**config.mk**
```make
export PLATFORM = sky130hd
export DESIGN_NAME = fifo_status
export DESIGN_NICKNAME = d
export VERILOG_FILES = /design/src/rtl/fifo_status.sv
export SDC_FILE = /design/constraint.sdc
export NUM_CORES = 1
export LEC_CHECK = 0
export ABC_CLOCK_PERIOD_IN_PS = 3700
export CORE_MARGIN = 3
export CORE_UTILIZATION = 51
export DETAILED_ROUTE_END_ITERATION = 16
export GPL_TIMING_DRIVEN = 0
export PLACE_DENSITY = 0.8
export SLEW_MARGIN = 20
export SYNTH_ARGS = -nofsm -noshare
export SYNTH_HDL_FRONTEND = slang
export SYNTH_SLANG_ARGS = --single-unit
```
**constraint.sdc**
```tcl
create_clock -name clk -period 3.7 [get_ports clk]
set_clock_uncertainty 0.05 [all_clocks]
set_input_delay 0.74 -clock clk [delete_from_list [all_inputs] [get_ports clk]]
set_output_delay 0.74 -clock clk [all_outputs]
set_load 0.1 [all_outputs]
```
**src/rtl/fifo_status.sv**
```systemverilog
// Occupancy and flag generator for a synchronous FIFO.
// Tracks the fill level from the accepted write/read strobes, decodes the
// empty/full and watermark flags from the next-state level so that every
// flag lines up with fifo_level, and keeps sticky overflow/underflow and
// pointer-consistency error flags.
module fifo_status #(
   parameter int unsigned ADDR_WIDTH = 10,
   parameter int unsigned AF_THRESH  = 1020,
   parameter int unsigned AE_THRESH  = 4
) (
   input  logic                  clk,
   input  logic                  rst,
   input  logic                  wr,
   input  logic                  rd,
   input  logic                  fifo_we,
   input  logic                  fifo_rd,
   input  logic [ADDR_WIDTH-1:0] wptr,
   input  logic [ADDR_WIDTH-1:0] rptr,
   input  logic                  clr_err,
   output logic [ADDR_WIDTH:0]   fifo_level,
   output logic                  fifo_empty,
   output logic                  fifo_full,
   output logic                  almost_empty,
   output logic                  almost_full,
   output logic                  overflow,
   output logic                  underflow,
   output logic                  ptr_err
);

   localparam int unsigned LW    = ADDR_WIDTH + 1;
   localparam int unsigned DEPTH = 2 ** ADDR_WIDTH;

   localparam logic [ADDR_WIDTH:0] LevelZero = '0;
   localparam logic [ADDR_WIDTH:0] LevelOne  = LW'(1);
   localparam logic [ADDR_WIDTH:0] LevelMax  = LW'(DEPTH);
   localparam logic [ADDR_WIDTH:0] AeLevel   = LW'(AE_THRESH);
   localparam logic [ADDR_WIDTH:0] AfLevel   = LW'(AF_THRESH);

   logic [ADDR_WIDTH:0]   level_q, level_d;
   logic                  at_full, at_empty;
   logic                  strobe_ovf, strobe_unf;
   logic                  ovf_set, unf_set, perr_set;
   logic                  overflow_d, underflow_d, ptr_err_d;
   logic                  rst_q;
   logic [ADDR_WIDTH-1:0] ptr_diff;
   logic                  ptr_mismatch;

   assign fifo_level = level_q;
   assign at_full    = (level_q == LevelMax);
   assign at_empty   = (level_q == LevelZero);

   // Next-state level with saturation at both ends; out-of-range strobes flag an error.
   always_comb begin
      level_d    = level_q;
      strobe_ovf = 1'b0;
      strobe_unf = 1'b0;
      unique case ({fifo_we, fifo_rd})
         2'b10: begin
            if (at_full) begin
               strobe_ovf = 1'b1;
            end else begin
               level_d = level_q + LevelOne;
            end
         end
         2'b01: begin
            if (at_empty) begin
               strobe_unf = 1'b1;
            end else begin
               level_d = level_q - LevelOne;
            end
         end
         2'b11: begin
            // Read of an empty FIFO: the write still lands, the read is an error.
            // When full, the pair cancels and is legal.
            if (at_empty) begin
               level_d    = LevelOne;
               strobe_unf = 1'b1;
            end
         end
         default: begin
            level_d = level_q;
         end
      endcase
   end

   // Pointer distance must equal the level modulo DEPTH (full and empty both give 0).
   always_comb begin
      ptr_diff     = wptr - rptr;
      ptr_mismatch = (ptr_diff != level_q[ADDR_WIDTH-1:0]);
   end

   // Sticky error next-state: a coincident set beats clr_err.
   always_comb begin
      ovf_set  = strobe_ovf | (wr & fifo_full);
      unf_set  = strobe_unf | (rd & fifo_empty);
      // rst_q masks the first cycle out of reset, before pointers and level have settled.
      perr_set = ptr_mismatch & ~rst_q;

      overflow_d  = overflow;
      underflow_d = underflow;
      ptr_err_d   = ptr_err;
      if (clr_err) begin
         overflow_d  = 1'b0;
         underflow_d = 1'b0;
         ptr_err_d   = 1'b0;
      end
      if (ovf_set) begin
         overflow_d = 1'b1;
      end
      if (unf_set) begin
         underflow_d = 1'b1;
      end
      if (perr_set) begin
         ptr_err_d = 1'b1;
      end
   end

   // Level, flags (decoded from next-state level) and sticky errors; rst overrides all.
   always_ff @(posedge clk) begin
      if (rst) begin
         level_q      <= LevelZero;
         fifo_empty   <= 1'b1;
         fifo_full    <= 1'b0;
         almost_empty <= 1'b1;
         almost_full  <= 1'b0;
         overflow     <= 1'b0;
         underflow    <= 1'b0;
         ptr_err      <= 1'b0;
         rst_q        <= 1'b1;
      end else begin
         level_q      <= level_d;
         fifo_empty   <= (level_d == LevelZero);
         fifo_full    <= (level_d == LevelMax);
         almost_empty <= (level_d <= AeLevel);
         almost_full  <= (level_d >= AfLevel);
         overflow     <= overflow_d;
         underflow    <= underflow_d;
         ptr_err      <= ptr_err_d;
         rst_q        <= 1'b0;
      end
   end

endmodule

```
* Word level (Yosys, flattened, before mapping) *
Index checks and enable logic that the tools add are counted.

storage, ports and cells
  bits in registers = 19
  latch bits = 0
  bits in writable memories = 0
  ROM bits = 0
  input bits = 27
  output and inout port bits = 18
  word-level logic and storage cells = 45
  memories kept = 0

operators by class
  $add $sub $neg = 3
  multipliers = 0
  divide/modulo/power cells = 0
  magnitude comparators = 2
  eq/ne operators = 6
  shift-type cells = 0
  muxes and demuxes = 13
  bitwise operators = 6
  reductions and logical operators = 6

operators with widths
  operator                 count
  $mux W11                 3
  $pmux W11 S3             1
  $eq A11 B11 Y1 const B   2
  $logic_not A11 Y1        2
  $add A11 B1 Y11 const B  1
  $ge A11 B10 Y1 const B   1
  $le A11 B3 Y1 const B    1
  $sub A11 B1 Y11 const B  1
  $ne A10 B10 Y1           1
  $sub A10 B10 Y10         1
  $mux W1                  9
  $reduce_bool A2 Y1       3
  $eq A2 B2 Y1 const B     2
  $and A1 B1 Y1            3
  $eq A2 B1 Y1 const B     1
  $or A1 B1 Y1             2
  $reduce_or A2 Y1         1
  $not A1 Y1               1

* Logic depth before layout (Yosys ltp) *
Gate-level depths: netlist of run 1.

  depth in word-level cells = 5
  depth in mapped cells = 12
  gate-level depth less buffers = 11

* Worst setup path after synthesis of run 1 *
No wires, ideal clock.

  kind = register to register
  start point = register level_q[0] (netlist: fifo_level[0])
  end point = register almost_empty
  setup time = 120 ps
  arrival = 2909 ps
  required time = 3530 ps
  setup slack = 621 ps
  cell stages (with the launch flop) = 13
  buffers on the path = 1
  period minus slack after synthesis = 3079 ps
  path through = dfxtp_1 buf_2 inv_1 ha_1 or3b_4 nor4_4 inv_2 ha_1 nor2b_1 a211oi_1 a21oi_2 a21oi_1 o31ai_2

on the way
  longest elaborated chain between the ends = 4
  elaborated cells on any way between the ends = 9
  classes of those cells = add/sub: 2; order compare: 1; eq/ne: 1; mux: 4; reduce/logical: 1

RTL lines
  item                                           RTL line    text
  start, declared                                39          logic [ADDR_WIDTH:0] level_q, level_d;
  start signal, assigned                         121         level_q <= LevelZero;
  start signal, assigned                         131         level_q <= level_d;
  $sub A11 B1 Y11, or another cell as far along  69          level_d = level_q - LevelOne;
  $mux W11 (on tied branches)                    66, 59, 75
  $pmux W11 S3 (*)                               57          unique case ({fifo_we, fifo_rd})
  $le A11 B3 Y1 (*)                              134         almost_empty <= (level_d <= AeLevel);
  end signal, assigned                           134
  end, declared                                  23          output logic almost_empty,

Mark *: on every way between the ends. The rest lies on a longest branch, timed or not.
A chain may end at the register's enable or synchronous reset.

* Worst setup path in the final report of run 1 *
  start point = input rptr[3]
  end point = register ptr_err

on the way
  longest elaborated chain between the ends = 4
  elaborated cells on any way between the ends = 5
  classes of those cells = add/sub: 1; eq/ne: 1; mux: 1; bitwise: 1; reduce/logical: 1

RTL lines
  item                                           RTL line  text
  start, declared                                18        input logic [ADDR_WIDTH-1:0] rptr,
  $sub A10 B10 Y10 (*)                           88        ptr_diff = wptr - rptr;
  $ne A10 B10 Y1 (*)                             89        ptr_mismatch = (ptr_diff != level_q[ADDR_WIDTH-1:0]);
  $and A1 B1 Y1 (*)                              97        perr_set = ptr_mismatch & ~rst_q;
  $mux W1 or $reduce_bool A2 Y1 (tied branches)  n/a
  end signal, assigned                           138       ptr_err <= ptr_err_d;
  end, declared                                  27        output logic ptr_err

Marked as above.

==> results of run 1 <==
==> routing by layer <==
layer	share of wire	vias up
li1	-	1048
met1	0.45	965
met2	0.48	56
met3	0.054	5
met4	0.0095	0
met5	0	-
==> path summary, 6_finish.rpt <==
check,from,to,slack (ns),cells after the start
setup / recovery,rptr[3],ptr_err,0.70,10
hold / removal,rst_q,ptr_err,0.44,3
setup reg to reg,fifo_level[0],fifo_full,0.77,12
hold reg to reg,rst_q,ptr_err,0.44,3
==> power by group <==
group          internal, mW  leakage, nW  switching, mW
clock                0.0750       0.0255         0.0695
combinational         0.324        0.808          0.583
sequential            0.235        0.156         0.0203
total                 0.634        0.989          0.673
==> critical path, delay by kind of cell <==
kind | cells | cell delay (ns)
buffers and inverters | 3 | 0.68
adder cells (fa/ha/maj) | 1 | 0.25
AND/OR/NAND/NOR | 3 | 0.68
AO/OA/AOI/OAI | 3 | 0.75
==> logic make-up after synthesis <==
kind of cell / count (synthesis)
compound gates: 66
xor+xnor: 22
fa+ha+maj: 13
buf+inv: 40
flops: 19
mux: 1
simple gates: 97
==> sequential cells by signal (all words and copies together) (netlist names) <==
signal,count
ptr_err,1
overflow,1
almost_empty,1
fifo_level,11
almost_full,1
fifo_empty,1
rst_q,1
fifo_full,1
underflow,1
==> stage by stage <==
step	worst slack (ns)	std cells	hold WS [ns]	utilization
floorplan	0.621	258	0.403	-
global placement	0.516	350	0.424	0.673
detailed placement	0.429	350	0.420	0.673
CTS	0.716	354	0.433	0.685
global route	0.554	354	0.473	0.685
finish	0.697	354	0.442	0.685
==> cells in the final DEF (no fill, tap or decap), types with 3 or more instances in the layout <==
cell,count
sky130_fd_sc_hd__clkdlybuf4s50_1,44
sky130_fd_sc_hd__nor2_1,21
sky130_fd_sc_hd__inv_1,19
sky130_fd_sc_hd__dfxtp_1,19
sky130_fd_sc_hd__xnor2_1,16
sky130_fd_sc_hd__nand2_1,14
sky130_fd_sc_hd__a21oi_1,12
sky130_fd_sc_hd__ha_1,12
sky130_fd_sc_hd__nor3_1,11
sky130_fd_sc_hd__clkbuf_1,8
sky130_fd_sc_hd__nand3_1,8
sky130_fd_sc_hd__o21ai_0,7
sky130_fd_sc_hd__nand4_1,6
sky130_fd_sc_hd__xor2_1,6
sky130_fd_sc_hd__buf_2,5
sky130_fd_sc_hd__or4_1,5
sky130_fd_sc_hd__a211oi_1,5
sky130_fd_sc_hd__buf_6,4
sky130_fd_sc_hd__o31ai_1,4
sky130_fd_sc_hd__nor4_1,4
sky130_fd_sc_hd__nor2b_1,4
sky130_fd_sc_hd__o22ai_1,4
sky130_fd_sc_hd__o211a_1,3
sky130_fd_sc_hd__a31oi_1,3
sky130_fd_sc_hd__or3_1,3
sky130_fd_sc_hd__o21ai_1,3
sky130_fd_sc_hd__clkbuf_8,3
==> layout make-up <==
cell class | count | area, um2 | share of cell area
clock buffer | 3 | 41.3 | 0.0161
timing repair buffer | 44 | 440 | 0.172
inverter | 20 | 75.1 | 0.0293
sequential | 19 | 380 | 0.148
tap | 48 | 60.1 | 0.0234
clock inverter | 1 | 5.00 | 0.00195
multi-input combinational | 199 | 1440 | 0.560
buffer | 20 | 128 | 0.0498
==> metrics, run 1 <==
overall fraction of global-route tracks in use 0.237; number of setup buffers added after CTS 0; DIE AREA 4750 um2; fillcell total 353; Power per Cell Area 509 nW/um2; synthesized-area fraction occupied by and/or/nand/nor cells 0.285; DRT antenna net count 0; GR met1 Demand/Resource 0.318; Post-synth top cells 21 x sky130_fd_sc_hd__nor2_1, 19 x sky130_fd_sc_hd__dfxtp_1, 19 x sky130_fd_sc_hd__inv_1; worst setup path category in2reg; vias per inst 5.86; largest fanout on the critical path 7; total power after layout 1.31 mW; ys flop type sky130_fd_sc_hd__dfxtp_1; adder and majority cell fraction of the synthesized area 0.0843; most used routing layer met2; initial standard-cell utilization of the core 0.539; clock sink count 19; total clock buffers created by CTS 3; minimum clock period after layout 3.00 ns; required time at the worst-slack endpoint 3.78 ns; Max Slew Vio Count 0; final global-route overflow total 0; largest family of logic cells by synthesized area simple AND/OR/NAND/NOR gates; post-cts resize count 0; count of warnings emitted by yosys 0; maximum clock path buffer count 2; fraction of post-synthesis cell area in the top cell type by area 0.188; maximum number of pins on one net before global-route repair 12; share of layout cells above drive strength 1 0.114; clock network latency to the later pin of the worst-skew pair 0.26 ns; Compound-Gate Fraction of Synth Area 0.241; first-pass GRT wire length 8.55 mm; wirelength, routed 5.24 mm; FP Rows 22; clock root buffer master sky130_fd_sc_hd__clkbuf_8; DP HPWL 4.20 mm; static leakage power 0.989 nW; grt met3 use 0.0227; Synthesized Nets 298; antenna violations before repair 0; kind of launch point of the worst setup path input port; largest cells by area after synthesis sky130_fd_sc_hd__dfxtp_1 19%, sky130_fd_sc_hd__ha_1 7.4%, sky130_fd_sc_hd__xnor2_1 6.9%, sky130_fd_sc_hd__nor2_1 3.9%, sky130_fd_sc_hd__inv_1 3.5%; Final Hold Fails 0; IO Port Bufs 44; outcome finished clean; RSZ-0062 raised after global routing no; Critical Path Slowest Stage Cell sky130_fd_sc_hd__clkdlybuf4s50_1; Remaining DRCs 0; number of levels the H-tree was split into 1; maximum clock rate 0.333 GHz; worst min path class reg2reg; Routed WL per cell 14.8 um; element type at the critical path end flop; finished layout cell area 2560 um2; flip-flop and latch count after synthesis 19; number of global-route vias before repair 1890; remaining max-slew budget at the tightest pin 0.348; die outline width 68.9 um; final sum of negative setup slack 0 ns; synthesized area 2020 um2; number of diodes added for antenna fixing 0; cells after synthesis 258; leading area contributor after synthesis sky130_fd_sc_hd__dfxtp_1; I/O pins 45; number of distinct library cells after synthesis 67; routability cong. 0.894; number of maximum-capacitance violations 0; post-synthesis mux area share 0.00496; number of DRC markers in iteration 0 150; instance area at placement 2520 um2; Final setup violation count 0; fraction of registers with async set/reset 0; number of enable flip-flop cells after synthesis 0; routing usage on met2 0.400; final net count 347; most frequent cell after synthesis sky130_fd_sc_hd__nor2_1; syn avg cell area 7.82 um2; floorplan core area 3740 um2; arrival time worst endpoint 3.09 ns; share of the yosys chip area belonging to registers 0.188; Die H 68.9 um; parity-gate share of the synthesized area counting xor and xnor cells 0.0955; detailed-routing iteration count for the pre-antenna-repair pass 4; Final period util 0.812; hold-fix buffer count after cts 0; stage delay of the slowest cell on the critical path 0.46 ns; post-CTS clock slew at the launch and capture registers of the worst setup and hold paths 0.07 ns; TritonCTS clock tree yes; worst ir drop on vdd 0.574 mV; detailed-route via count 2074; area growth from synthesis to final layout 27.1%; slew of the pin with the lowest slew margin 0.976 ns; cell chain of the critical path clkdlybuf4s50_1, inv_1, ha_1, clkbuf_1, a21o_1, a211oi_1, and3_1, nor3_1, nor4_1, a31oi_1
(Power assumes the default switching activity.)
==> inputs of run 2 (changes only) <==
--- a/config.mk
+++ b/config.mk
@@ -5,7 +5,7 @@
 export SDC_FILE = /design/constraint.sdc
 export NUM_CORES = 1
 export LEC_CHECK = 0
-export ABC_CLOCK_PERIOD_IN_PS = 3700
+export ABC_CLOCK_PERIOD_IN_PS = 3100
 export CORE_MARGIN = 3
 export CORE_UTILIZATION = 51
 export DETAILED_ROUTE_END_ITERATION = 16
==> constraint.sdc (replaced) <==
create_clock -name clk -period 3.1 [get_ports clk]
set_clock_uncertainty 0.05 [all_clocks]
set_input_delay 0.62 -clock clk [delete_from_list [all_inputs] [get_ports clk]]
set_output_delay 0.62 -clock clk [all_outputs]
set_load 0.1 [all_outputs]
==> run 2 against run 1 <==
Die area is the same. Clock-buffer cell count unchanged. Worst setup slack got worse by 0.48 ns. Non-clock buffer count did not move. Total power rose by 19%. Register-to-register slack lost 0.50 ns. Sequential share of layout area is the same. Flip-flop and latch count stayed put. Critical path depth did not move. Via count is 0.72% higher. Sequential power up 20%. Cell area unchanged.
==> metrics, run 2 (synthesized netlist as in run 1, its figures left out) <==
outcome finished clean; clock sink count 19; largest fanout on the critical path 7; final global-route overflow total 0; clock network latency to the later pin of the worst-skew pair 0.26 ns; number of levels the H-tree was split into 1; minimum clock period after layout 2.88 ns; overall fraction of global-route tracks in use 0.237; slew of the pin with the lowest slew margin 0.976 ns; required time at the worst-slack endpoint 3.18 ns; remaining max-slew budget at the tightest pin 0.348; DIE AREA 4750 um2; I/O pins 45; Final period util 0.930; first-pass GRT wire length 8.55 mm; FP Rows 22; Die H 68.9 um; initial standard-cell utilization of the core 0.539; worst setup path category in2reg; maximum number of pins on one net before global-route repair 12; DRT antenna net count 0; die outline width 68.9 um; Power per Cell Area 607 nW/um2; final cell count without fillers 354; fillcell total 353; total clock buffers created by CTS 3; clock root buffer master sky130_fd_sc_hd__clkbuf_8; DP HPWL 4.20 mm; worst ir drop on vdd 0.687 mV; static leakage power 0.990 nW; antenna violations before repair 0; utilization after layout 0.685; Max Slew Vio Count 0; most common cell after layout, fill and taps aside sky130_fd_sc_hd__clkdlybuf4s50_1; worst min path class reg2reg; floorplan core area 3740 um2; Final setup violation count 0; number of DRC markers in iteration 0 154; Routed WL per cell 14.8 um; area growth from synthesis to final layout 27.1%; total power after layout 1.56 mW; number of global-route vias before repair 1890; vias per inst 5.90; Remaining DRCs 0; wirelength, routed 5.25 mm; routability cong. 0.894; total instance count after detailed placement 350; worst setup timing slack at the placement stage -0.0507 ns; number of diodes added for antenna fixing 0; maximum clock rate 0.347 GHz; IO Port Bufs 44; arrival time worst endpoint 2.97 ns; Final Hold Fails 0; RSZ-0062 raised after global routing no; commonest cells after routing, fill and taps aside 44 x sky130_fd_sc_hd__clkdlybuf4s50_1, 21 x sky130_fd_sc_hd__nor2_1, 19 x sky130_fd_sc_hd__inv_1, 19 x sky130_fd_sc_hd__dfxtp_1, 16 x sky130_fd_sc_hd__xnor2_1; Worst Slack Setup Final 0.217 ns; detailed-route via count 2089; TritonCTS clock tree yes; number of maximum-capacitance violations 0; share of layout cells above drive strength 1 0.114; maximum clock path buffer count 2; detailed-routing iteration count for the pre-antenna-repair pass 4; element type at the critical path end flop; number of flip-flops in the largest register 11; post-CTS clock slew at the launch and capture registers of the worst setup and hold paths 0.07 ns; final net count 347; kind of launch point of the worst setup path input port
run 2: cell counts in the layout (fill, tap and decap cells not counted):
No cell type changed its count.
run 2: power by group:
part           leakage, nW  internal, mW  switching (mW)
combinational        0.808         0.383           0.696
clock               0.0255        0.0895          0.0829
sequential           0.156         0.281          0.0242
total                0.990         0.754           0.803
run 2: path summary, 6_finish.rpt:
| path | startpoint | to | slack [ns] | cells past startpoint |
|---|---|---|---|---|
| min | rst_q | ptr_err | 0.44 | 3 |
| min reg2reg | rst_q | ptr_err | 0.44 | 3 |
| max reg2reg | fifo_level[9] | fifo_full | 0.27 | 10 |
| max | rptr[3] | ptr_err | 0.22 | 10 |
run 2: metrics by stage:
step	hold slack, ns	TNS (ns)	area, um2
global route	0.473	0	2560
detailed placement	0.420	-0.0507	2520
CTS	0.433	0	2560
floorplan	0.403	0	2020
global placement	0.424	0	2520
finish	0.442	0	2560
run 2: what timing repair did:
item	in CTS	in global routing
buffers inserted	0	0
resized for setup	0	0
hold buffers	0	0
endpoints found under the setup margin	0	2
hold endpoints to repair	0	0
run 2: worst max-delay path: stages:
cell and delay, ns:
sky130_fd_sc_hd__clkdlybuf4s50_1 0.46, sky130_fd_sc_hd__inv_1 0.04, sky130_fd_sc_hd__ha_1 0.25, sky130_fd_sc_hd__clkbuf_1 0.18, sky130_fd_sc_hd__a21o_1 0.22, sky130_fd_sc_hd__a211oi_1 0.39
sky130_fd_sc_hd__and3_1 0.23, sky130_fd_sc_hd__nor3_1 0.05, sky130_fd_sc_hd__nor4_1 0.40, sky130_fd_sc_hd__a31oi_1 0.14
run 2: final cells by class:
class	instances	area [um2]	area share
Multi-Input combinational cell	199	1440	0.560
Sequential cell	19	380	0.148
Buffer	20	128	0.0498
Clock buffer	3	41.3	0.0161
Tap cell	48	60.1	0.0234
Timing Repair Buffer	44	440	0.172
Clock inverter	1	5.00	0.00195
Inverter	20	75.1	0.0293
run 2: metal layers:
| layer | GRT usage | vias up | routed length, um |
|---|---|---|---|
| li1 | - | 1046 | - |
| met1 | 0.318 | 974 | 2340 |
| met2 | 0.400 | 64 | 2570 |
| met3 | 0.0227 | 5 | 291 |
| met4 | 0.0706 | 0 | 50 |
| met5 | 0 | - | 0 |
